## config.mk

```make
export PLATFORM = sky130hd
export DESIGN_NAME = gpreg_transfer_seq_flat
export DESIGN_NICKNAME = d
export VERILOG_FILES = /design/src/rtl/gpreg_transfer_seq_if.sv /design/src/rtl/gpreg_transfer_seq.sv /design/src/flat_wrapper.sv
export SDC_FILE = /design/constraint.sdc
export NUM_CORES = 1
export LEC_CHECK = 0
export CORE_AREA = 2 2 54 56
export CTS_BUF_LIST = sky130_fd_sc_hd__clkbuf_16
export CTS_CLUSTER_SIZE = 40
export DETAILED_ROUTE_END_ITERATION = 10
export DIE_AREA = 0 0 56 58
export PLACE_DENSITY_LB_ADDON = 0.1
export SYNTH_ARGS = -nofsm -noshare
export SYNTH_HDL_FRONTEND = slang
export SYNTH_SLANG_ARGS = --single-unit
```

## constraint.sdc

```tcl
create_clock -name CLK -period 1.7 [get_ports CLK]
set_input_delay 0.51 -clock CLK [delete_from_list [all_inputs] [get_ports CLK]]
set_output_delay 0.51 -clock CLK [all_outputs]
set_load 0.01 [all_outputs]
```

## src/rtl/gpreg_transfer_seq_if.sv

```systemverilog
// Handshake and strobe bundle between the control unit and the
// general-purpose register transfer sequencer.
interface gpreg_transfer_seq_if #(
   parameter int REG_ADDR_W = 2
);
   localparam int NUM_REGS = 2**REG_ADDR_W;

   logic                  REQ;
   logic [REG_ADDR_W-1:0] SRC;
   logic [1:0]            BUS_SEL;
   logic [REG_ADDR_W-1:0] DST;
   logic                  DST_EN;
   logic                  BUSY;
   logic                  DONE;
   logic                  ERROR;
   logic [NUM_REGS-1:0]   LOAD;
   logic [NUM_REGS-1:0]   ASSERT_MAIN_bar;
   logic [NUM_REGS-1:0]   ASSERT_LHS_bar;
   logic [NUM_REGS-1:0]   ASSERT_RHS_bar;

   // Control unit side: issues requests, watches status and strobes.
   modport master (
      output REQ, SRC, BUS_SEL, DST, DST_EN,
      input  BUSY, DONE, ERROR, LOAD,
      input  ASSERT_MAIN_bar, ASSERT_LHS_bar, ASSERT_RHS_bar
   );

   // Sequencer side: accepts requests, drives the register strobes.
   modport slave (
      input  REQ, SRC, BUS_SEL, DST, DST_EN,
      output BUSY, DONE, ERROR, LOAD,
      output ASSERT_MAIN_bar, ASSERT_LHS_bar, ASSERT_RHS_bar
   );
endinterface

```

## src/rtl/gpreg_transfer_seq.sv

```systemverilog
// Register-file transfer sequencer: bus drive/settle, latch pulse, hold, done.
// Optional GPREG_SEQ_XFER_COUNT_EN adds a wrapping 16-bit XFER_COUNT output.
module gpreg_transfer_seq #(
   parameter int REG_ADDR_W    = 2,
   parameter int SETTLE_CYCLES = 1,
   parameter int HOLD_CYCLES   = 1
) (
   input  logic                    CLK,
   input  logic                    RESET,
   gpreg_transfer_seq_if.slave     bus
`ifdef GPREG_SEQ_XFER_COUNT_EN
   ,
   output logic [15:0]             XFER_COUNT
`endif
);
   localparam int NUM_REGS = 2**REG_ADDR_W;
   localparam int CNT_MAX  = (SETTLE_CYCLES > HOLD_CYCLES) ? SETTLE_CYCLES : HOLD_CYCLES;
   localparam int CNT_W    = (CNT_MAX > 1) ? $clog2(CNT_MAX) : 1;

   typedef enum logic [2:0] {IDLE, DRIVE, LATCH, HOLD, FINISH} state_t;

   state_t                state_q, state_n;
   logic [CNT_W-1:0]      cnt_q, cnt_n;
   logic [REG_ADDR_W-1:0] src_q, src_n, dst_q, dst_n;
   logic [1:0]            sel_q, sel_n;
   logic                  en_q, en_n;
   logic                  error_n, busy_n, done_n;
   logic [NUM_REGS-1:0]   load_n, main_n, lhs_n, rhs_n;

   always_ff @(posedge CLK) begin
      if (RESET) state_q <= IDLE;
      else       state_q <= state_n;
   end

   // Request capture and timing counter only matter outside IDLE.
   always_ff @(posedge CLK) begin
      cnt_q <= cnt_n;
      src_q <= src_n;
      sel_q <= sel_n;
      dst_q <= dst_n;
      en_q  <= en_n;
   end

   always_comb begin
      state_n = state_q;
      cnt_n   = cnt_q;
      src_n   = src_q;
      sel_n   = sel_q;
      dst_n   = dst_q;
      en_n    = en_q;
      error_n = 1'b0;
      unique case (state_q)
         IDLE: begin
            if (bus.REQ) begin
               // Loads are only fed from MAIN, so DST_EN needs BUS_SEL=0.
               if (bus.BUS_SEL == 2'd3 || (bus.DST_EN && bus.BUS_SEL != 2'd0)) begin
                  error_n = 1'b1;
               end else begin
                  state_n = DRIVE;
                  cnt_n   = CNT_W'(SETTLE_CYCLES - 1);
                  src_n   = bus.SRC;
                  sel_n   = bus.BUS_SEL;
                  dst_n   = bus.DST;
                  en_n    = bus.DST_EN;
               end
            end
         end
         DRIVE: begin
            if (cnt_q == '0) state_n = LATCH;
            else             cnt_n   = cnt_q - 1'b1;
         end
         LATCH: begin
            state_n = HOLD;
            cnt_n   = CNT_W'(HOLD_CYCLES - 1);
         end
         HOLD: begin
            if (cnt_q == '0) state_n = FINISH;
            else             cnt_n   = cnt_q - 1'b1;
         end
         FINISH:  state_n = IDLE;
         default: state_n = IDLE;
      endcase
   end

   // Outputs are decoded from the next state so that they are registered
   // yet line up with the state they describe.
   always_comb begin
      busy_n = (state_n != IDLE);
      done_n = (state_n == FINISH);
      load_n = '0;
      main_n = '1;
      lhs_n  = '1;
      rhs_n  = '1;
      if (state_n == DRIVE || state_n == LATCH || state_n == HOLD) begin
         case (sel_n)
            2'd0:    main_n[src_n] = 1'b0;
            2'd1:    lhs_n[src_n]  = 1'b0;
            2'd2:    rhs_n[src_n]  = 1'b0;
            default: ;
         endcase
      end
      if (state_n == LATCH && en_n) load_n[dst_n] = 1'b1;
   end

   always_ff @(posedge CLK) begin
      if (RESET) begin
         bus.BUSY            <= 1'b0;
         bus.DONE            <= 1'b0;
         bus.ERROR           <= 1'b0;
         bus.LOAD            <= '0;
         bus.ASSERT_MAIN_bar <= '1;
         bus.ASSERT_LHS_bar  <= '1;
         bus.ASSERT_RHS_bar  <= '1;
      end else begin
         bus.BUSY            <= busy_n;
         bus.DONE            <= done_n;
         bus.ERROR           <= error_n;
         bus.LOAD            <= load_n;
         bus.ASSERT_MAIN_bar <= main_n;
         bus.ASSERT_LHS_bar  <= lhs_n;
         bus.ASSERT_RHS_bar  <= rhs_n;
      end
   end

`ifdef GPREG_SEQ_XFER_COUNT_EN
   always_ff @(posedge CLK) begin
      if (RESET)       XFER_COUNT <= 16'h0000;
      else if (done_n) XFER_COUNT <= XFER_COUNT + 16'h0001;
   end
`endif

endmodule

```

## src/flat_wrapper.sv

```systemverilog
// flat-port wrapper written by rule: the top's interface ports become plain ports
module gpreg_transfer_seq_flat 
#(
   parameter int REG_ADDR_W    = 2,
   parameter int SETTLE_CYCLES = 1,
   parameter int HOLD_CYCLES   = 1
)
  (CLK, RESET, bus_REQ, bus_SRC, bus_BUS_SEL, bus_DST, bus_DST_EN, bus_BUSY, bus_DONE, bus_ERROR, bus_LOAD, bus_ASSERT_MAIN_bar, bus_ASSERT_LHS_bar, bus_ASSERT_RHS_bar);
  gpreg_transfer_seq_if #(.REG_ADDR_W(REG_ADDR_W)) bus_i ();
  input  logic CLK;
  input  logic RESET;
  input wire logic [$bits(bus_i.REQ)-1:0] bus_REQ;
  input wire logic [$bits(bus_i.SRC)-1:0] bus_SRC;
  input wire logic [$bits(bus_i.BUS_SEL)-1:0] bus_BUS_SEL;
  input wire logic [$bits(bus_i.DST)-1:0] bus_DST;
  input wire logic [$bits(bus_i.DST_EN)-1:0] bus_DST_EN;
  output wire logic [$bits(bus_i.BUSY)-1:0] bus_BUSY;
  output wire logic [$bits(bus_i.DONE)-1:0] bus_DONE;
  output wire logic [$bits(bus_i.ERROR)-1:0] bus_ERROR;
  output wire logic [$bits(bus_i.LOAD)-1:0] bus_LOAD;
  output wire logic [$bits(bus_i.ASSERT_MAIN_bar)-1:0] bus_ASSERT_MAIN_bar;
  output wire logic [$bits(bus_i.ASSERT_LHS_bar)-1:0] bus_ASSERT_LHS_bar;
  output wire logic [$bits(bus_i.ASSERT_RHS_bar)-1:0] bus_ASSERT_RHS_bar;
  assign bus_i.REQ = bus_REQ;
  assign bus_i.SRC = bus_SRC;
  assign bus_i.BUS_SEL = bus_BUS_SEL;
  assign bus_i.DST = bus_DST;
  assign bus_i.DST_EN = bus_DST_EN;
  assign bus_BUSY = bus_i.BUSY;
  assign bus_DONE = bus_i.DONE;
  assign bus_ERROR = bus_i.ERROR;
  assign bus_LOAD = bus_i.LOAD;
  assign bus_ASSERT_MAIN_bar = bus_i.ASSERT_MAIN_bar;
  assign bus_ASSERT_LHS_bar = bus_i.ASSERT_LHS_bar;
  assign bus_ASSERT_RHS_bar = bus_i.ASSERT_RHS_bar;
  gpreg_transfer_seq #(.REG_ADDR_W(REG_ADDR_W), .SETTLE_CYCLES(SETTLE_CYCLES), .HOLD_CYCLES(HOLD_CYCLES)) u_core (.CLK(CLK), .RESET(RESET), .bus(bus_i));
endmodule
```

==> results of run 1 <==
## routing by layer
layer | vias to the layer above | global-route usage [%] | wire [microns]
li1 | 441 | - | -
met5 | - | 0 | 0
met3 | 6 | 4.018 | 82
met1 | 406 | 15.43 | 903
met2 | 20 | 24.37 | 1037
met4 | 0 | 7.143 | 34
## layout make-up
| type | count | share of cell area (%) |
|---|---|---|
| well taps | 31 | 2.422 |
| inverters | 6 | 1.406 |
| clock inverters | 3 | 0.7812 |
| flip-flops and latches | 29 | 36.25 |
| clock buffers | 5 | 7.812 |
| multi-input cells | 63 | 27.11 |
| repair buffers | 43 | 24.22 |
## flip-flops by register name (all words and copies together) (netlist names)
register                    count
u_core.state_q                  3
u_core.bus.DONE                 1
u_core.bus.BUSY                 1
u_core.sel_q                    2
u_core.bus.ASSERT_LHS_bar       4
u_core.en_q                     1
u_core.dst_q                    2
u_core.bus.ERROR                1
u_core.src_q                    2
u_core.bus.ASSERT_MAIN_bar      4
u_core.bus.ASSERT_RHS_bar       4
u_core.bus.LOAD                 4
## through the flow
step	util, %	total power, mW	setup TNS, ps	area (sq um)	setup slack, ps
after global placement	54.32	1.183	-10830	1446	-568.7
after CTS	59.87	2.007	-21.65	1594	-9.086
after floorplan	-	1.051	-540.0	1057	-102.9
after global routing	60.15	2.095	-568.7	1602	-64.16
final	60.15	1.993	0	1602	13.41
after detailed placement	54.32	1.196	-11030	1446	-572.7
## synthesized netlist by cell type (all sizes together)
library cell / n / area share, %
a32o: 1 / 0.95
a22o: 1 / 0.95
mux2: 3 / 3.2
buf: 3 / 2.6
maj3: 1 / 0.95
nor3: 6 / 2.9
nand3b: 4 / 2.9
xnor2: 1 / 0.83
nor2: 8 / 3.6
o41ai: 1 / 1.5
a21oi: 5 / 2.7
nand3: 4 / 1.9
mux2i: 3 / 2.9
nand2: 8 / 2.9
o31ai: 1 / 1.2
nand4b: 1 / 0.83
nand2b: 4 / 2.4
and3: 2 / 1.2
inv: 6 / 2.1
o21bai: 1 / 0.71
and2: 1 / 0.59
or4b: 1 / 1.3
dfxtp: 29 / 55
a2bb2oi: 1 / 1.4
o21ai: 5 / 2.4
## kinds of logic after synthesis
logic type      after synthesis
compound gates               16
xor+xnor                      1
fa+ha+maj                     1
buf+inv                       9
flops                        29
mux                           6
simple gates                 39
## worst reg2reg max path, cell delays in order (launching register included)
cell,delay (ps)
dfxtp_1,310
or4b_4,610
nor2_4,250
mux2i_2,300
nand3b_1,100
## what timing repair did
item,4_1_cts,5_1_grt
resized for setup,7,2
setup buffers,2,0
hold buffers,0,0
pin swaps,5,4
setup endpoints to repair,22,13
## power by group through the flow
| stage | logic [mW] | registers (mW) | clock network (mW) |
|---|---|---|---|
| after floorplan | 0.231 | 0.819 | 0 |
| after global placement | 0.371 | 0.812 | 0 |
| after detailed placement | 0.380 | 0.815 | 0 |
| after CTS | 0.393 | 0.802 | 0.811 |
| after global routing | 0.442 | 0.813 | 0.840 |
| final | 0.400 | 0.801 | 0.792 |
## worst paths after layout
path	endpoint	from	cells past startpoint	slack, ps
max	u_core.bus.ASSERT_RHS_bar[2]	u_core.state_q[1]	4	10
min	u_core.bus.LOAD[0]	u_core.dst_q[1]	1	450
max reg2reg	u_core.bus.ASSERT_RHS_bar[2]	u_core.state_q[1]	4	10
min reg2reg	u_core.bus.LOAD[0]	u_core.dst_q[1]	1	450
==> flow_metrics.env, run 1 <==
export IMPL_layout_commonest_cell="dfxtp_1"
export IMPL_worst_path_max_delay_cell="or4b_4"
export IMPL_antenna_found_initial=0
export IMPL_io_buffers=28
export IMPL_seq_power_share_pct=40.2
export IMPL_cp_end_kind="flop"
export IMPL_ant_nets=0
export IMPL_netlist_cell_type_count=28
export IMPL_synth_xor_area_share_pct=0.8323
export IMPL_placed_cells=170
export IMPL_worstSetupPathType="flop to flop"
export IMPL_path_buf_inv=0
export IMPL_synth_nets=111
export IMPL_worstPathCellList="or4b_4 > nor2_4 > mux2i_2 > nand3b_1"
export IMPL_max_stage_delay_ps=610
export IMPL_drv_slew=0
export IMPL_remaining_drc_errors=0
export IMPL_grt_pass1_wl_mm=3.512
export IMPL_crit_path_start_kind="flop"
export IMPL_cts_tree="built"
export IMPL_skew_ps=4.275
export IMPL_cts_buffers=5
export IMPL_filler_cell_count=252
export IMPL_p_leak_nw=0.6515
export IMPL_fin_crit_ps=1687
export IMPL_yosys_warnings=0
export IMPL_cts_root_buf="clkbuf_16"
export IMPL_rows=19
export IMPL_fmax_ghz=0.5929
export IMPL_worstPathArrival_ps=1830
export IMPL_nets=158
export IMPL_worstPathRequired_ps=1840
export IMPL_yosysSeqAreaShare_pct=55.17
export IMPL_rsz0062_at_grt="true"
export IMPL_grt_overflow=0
export IMPL_synth_top_family_by_area="simple AND/OR/NAND/NOR gates"
export IMPL_outcome="finished, final reports clean"
export IMPL_grt_max_degree=10
export IMPL_syn_avg_cell_area_sq_um=10.42
export IMPL_drive_gt1_share_pct=24.16
export IMPL_die_area_sq_um=3248
export IMPL_avgRoutedWirePerCell_microns=11.43
export IMPL_chipWidth_microns=56
export IMPL_syn_to_final_growth_pct=52.20
export IMPL_max_slew_margin_pct=73.15
export IMPL_num_vias=873
export IMPL_drt_wl_total_mm=2.057
export IMPL_initial_core_util_pct=39.52
export IMPL_worstPathMaxFanout=7
export IMPL_final_cell_mix="dfxtp_1 (29), clkdlybuf4s50_1 (24), buf_4 (14)"
export IMPL_hold_violations=0
export IMPL_fin_hold_ws_ps=446.1
export IMPL_first_iter_violations=8
export IMPL_worst_pin_slew_ps=398.4
export IMPL_synthCells=101
export IMPL_clkPwrFrac_pct=39.7
export IMPL_fp_coreArea_sq_um=2663
export IMPL_multiInputGateArea_sq_um=434.2
export IMPL_hold_class="flop to flop"
export IMPL_stdcell_count=180
export IMPL_ir_drop_mv=1.000
export IMPL_min_period_over_period_pct=99.21
export IMPL_die_h_microns=58
export IMPL_cts_path_max_buffers=2
export IMPL_final_setup_viol_count=0
export IMPL_viasPerCell=4.850
export IMPL_antennaDiodeCount=0
export IMPL_combPwrFrac_pct=20.1
export IMPL_netlist_area_sq_um=1052
export IMPL_cts_clk_slew_worst_paths_ps=50
export IMPL_seqCellArea_sq_um=580.6
export IMPL_switching_share_pct=25.00
export IMPL_drtPass1Iterations=4
export IMPL_synthSimpleGateAreaFrac_pct=20.33
export IMPL_io_pins=29
export IMPL_synth_fa_ha_area_share_pct=0.9512
export IMPL_routabilityCongestion=0.7918
export IMPL_synth_compound_area_share_pct=11.89
export IMPL_dpl_hpwl_mm=1.519
export IMPL_power_switching_uw=498.3
export IMPL_drv_cap=0
export IMPL_clk_latency_ps=270
export IMPL_intPower_mw=1.495
export IMPL_path_delay_family="simple AND/OR/NAND/NOR gates"
export IMPL_powerDensity_nw_per_um2=1244
export IMPL_clock_sinks=29
export IMPL_synth_mux_area_share_pct=6.064
export IMPL_grt_pass1_vias=854
export IMPL_htree_levels=2
export IMPL_synth_seq_cells=29
export IMPL_gr_usage_all_layers_pct=13.91
(Power assumes the default switching activity.)
==> inputs of run 2 (changes only) <==
--- a/config.mk
+++ b/config.mk
@@ -5,12 +5,12 @@
 export SDC_FILE = /design/constraint.sdc
 export NUM_CORES = 1
 export LEC_CHECK = 0
-export CORE_AREA = 2 2 54 56
-export CTS_BUF_LIST = sky130_fd_sc_hd__clkbuf_16
+export CORE_AREA = 2 2 52 54
+export CTS_BUF_LIST = sky130_fd_sc_hd__clkbuf_8
 export CTS_CLUSTER_SIZE = 40
 export DETAILED_ROUTE_END_ITERATION = 10
-export DIE_AREA = 0 0 56 58
-export PLACE_DENSITY_LB_ADDON = 0.1
+export DIE_AREA = 0 0 54 56
+export PLACE_DENSITY = 0.78
 export SYNTH_ARGS = -nofsm -noshare
 export SYNTH_HDL_FRONTEND = slang
 export SYNTH_SLANG_ARGS = --single-unit
==> run 2 against run 1 <==
Design area fell by 0.39%. Worst hold slack improved by 27 ps. Register-to-register slack barely moved. Routed wire length rose by 16%. Total power down 2.5%. Sequential power about the same. Largest power group unchanged. First-iteration DRC count unchanged. Cell count is 0.56% lower. Clock power is 9.7% lower. Count of clock-buffer cells in the layout rose by 1. Via count grew 2.1%. Largest cell class unchanged. Combinational power up 6.0%.
==> flow_metrics.env, run 2 (synthesis gave the netlist of run 1 again) <==
export IMPL_p_leak_nw=0.6597
export IMPL_avgRoutedWirePerCell_microns=13.35
export IMPL_powerDensity_nw_per_um2=1218
export IMPL_fp_coreArea_sq_um=2432
export IMPL_fin_hold_ws_ps=472.8
export IMPL_worstPathArrival_ps=1860
export IMPL_drv_slew=0
export IMPL_nets=158
export IMPL_cp_end_kind="flop"
export IMPL_die_area_sq_um=3024
export IMPL_cts_root_buf="clkbuf_8"
export IMPL_worstPathMaxFanout=9
export IMPL_rows=18
export IMPL_htree_levels=2
export IMPL_drive_gt1_share_pct=24.83
export IMPL_io_pins=29
export IMPL_ant_nets=0
export IMPL_filler_cell_count=187
export IMPL_skew_ps=1.660
export IMPL_drt_wl_total_mm=2.390
export IMPL_gr_usage_all_layers_pct=17.34
export IMPL_worst_pin_slew_ps=332.0
export IMPL_routabilityCongestion=0.7822
export IMPL_max_slew_margin_pct=77.74
export IMPL_clock_sinks=29
export IMPL_hold_buffers=0
export IMPL_final_setup_viol_count=0
export IMPL_hold_class="flop to flop"
export IMPL_clk_latency_ps=280
export IMPL_io_buffers=28
export IMPL_remaining_drc_errors=0
export IMPL_antenna_found_initial=0
export IMPL_num_vias=891
export IMPL_drv_cap=0
export IMPL_fmax_ghz=0.5890
export IMPL_grt_overflow=0
export IMPL_die_h_microns=56
export IMPL_grt_max_degree=10
export IMPL_fin_crit_ps=1698
export IMPL_dpl_hpwl_mm=1.674
export IMPL_stdcell_count=179
export IMPL_outcome="finished, final reports clean"
export IMPL_cts_tree="built"
export IMPL_crit_path_start_kind="flop"
export IMPL_chipWidth_microns=54
export IMPL_ir_drop_mv=0.7615
export IMPL_finish_utilization_pct=65.59
export IMPL_rsz0062_at_grt="true"
export IMPL_layout_commonest_cell="dfxtp_1"
export IMPL_grt_pass1_vias=874
export IMPL_hold_violations=0
export IMPL_viasPerCell=4.978
export IMPL_initial_core_util_pct=43.26
export IMPL_grt_pass1_wl_mm=3.636
export IMPL_antennaDiodeCount=0
export IMPL_cts_path_max_buffers=2
export IMPL_worstPathRequired_ps=1860
export IMPL_syn_to_final_growth_pct=51.61
export IMPL_placed_cells=169
export IMPL_worstSetupPathType="flop to flop"
export IMPL_final_cell_mix="dfxtp_1 (29), clkdlybuf4s50_1 (24), buf_4 (15)"
export IMPL_min_period_over_period_pct=99.87
export IMPL_cts_buffers=5
export IMPL_first_iter_violations=8
export IMPL_drtPass1Iterations=4
export IMPL_reg2reg_slack_ps=2
export IMPL_power_mw=1.943
export IMPL_cts_clk_slew_worst_paths_ps=60
-- run 2: critical path, stage by stage, from the launching register on --
cell and delay [ps]:
dfxtp_1 310, or4b_4 600, o31ai_2 330, a2bb2oi_4 150, nand3b_1 180
-- run 2: per-stage QoR --
stage                     setup slack, ps  setup TNS, ps  area (sq um)
after detailed placement           -610.3         -11570          1445
after floorplan                    -102.9         -540.0          1057
after global routing               -41.80         -261.8          1595
after CTS                          -11.28         -20.61          1572
final                               2.126              0          1595
after global placement             -554.5         -10330          1445
-- run 2: worst paths after layout --
check                                        from                            to  depth (start not counted)
worst max-delay path            u_core.state_q[1]  u_core.bus.ASSERT_RHS_bar[2]                          4
worst min-delay path              u_core.dst_q[1]            u_core.bus.LOAD[1]                          1
worst max register to register  u_core.state_q[1]  u_core.bus.ASSERT_RHS_bar[2]                          4
worst min register to register    u_core.dst_q[1]            u_core.bus.LOAD[1]                          1
-- run 2: metal layers --
layer  share of wire (%)  track usage [%]
met1                  37            15.32
met2                  55            31.18
met3                 4.5            6.452
met4                 3.4            10.71
met5                   0                0
-- run 2: what timing repair did --
item	4_1_cts	5_1_grt
cloned	0	0
setup endpoints to repair	21	11
pin swaps	4	5
setup buffers	1	1
resized for setup	9	3
-- run 2: final cells by class --
cell class              instances  area, sq um  share of cell area (%)
inverters                       6        22.52                   1.412
multi-input cells              63        454.2                   28.47
clock inverters                 2        33.78                   2.118
well taps                      30        37.54                   2.353
flip-flops and latches         29        580.6                   36.39
repair buffers                 43        384.1                   24.08
clock buffers                   6        82.58                   5.176
-- run 2: power by group --
| part | internal [mW] | switching, mW |
|---|---|---|
| clock | 0.471 | 0.245 |
| combinational | 0.215 | 0.208 |
| sequential | 0.755 | 0.0488 |
| total | 1.44 | 0.502 |
==> inputs of run 3 (changes only) <==
--- a/config.mk
+++ b/config.mk
@@ -10,6 +10,7 @@
 export CTS_CLUSTER_SIZE = 40
 export DETAILED_ROUTE_END_ITERATION = 10
 export DIE_AREA = 0 0 54 56
+export HOLD_SLACK_MARGIN = 0.15
 export PLACE_DENSITY = 0.78
 export SYNTH_ARGS = -nofsm -noshare
 export SYNTH_HDL_FRONTEND = slang
==> results of run 3 <==
No change in the layout: final DEF, timing and power equal those of run 2.
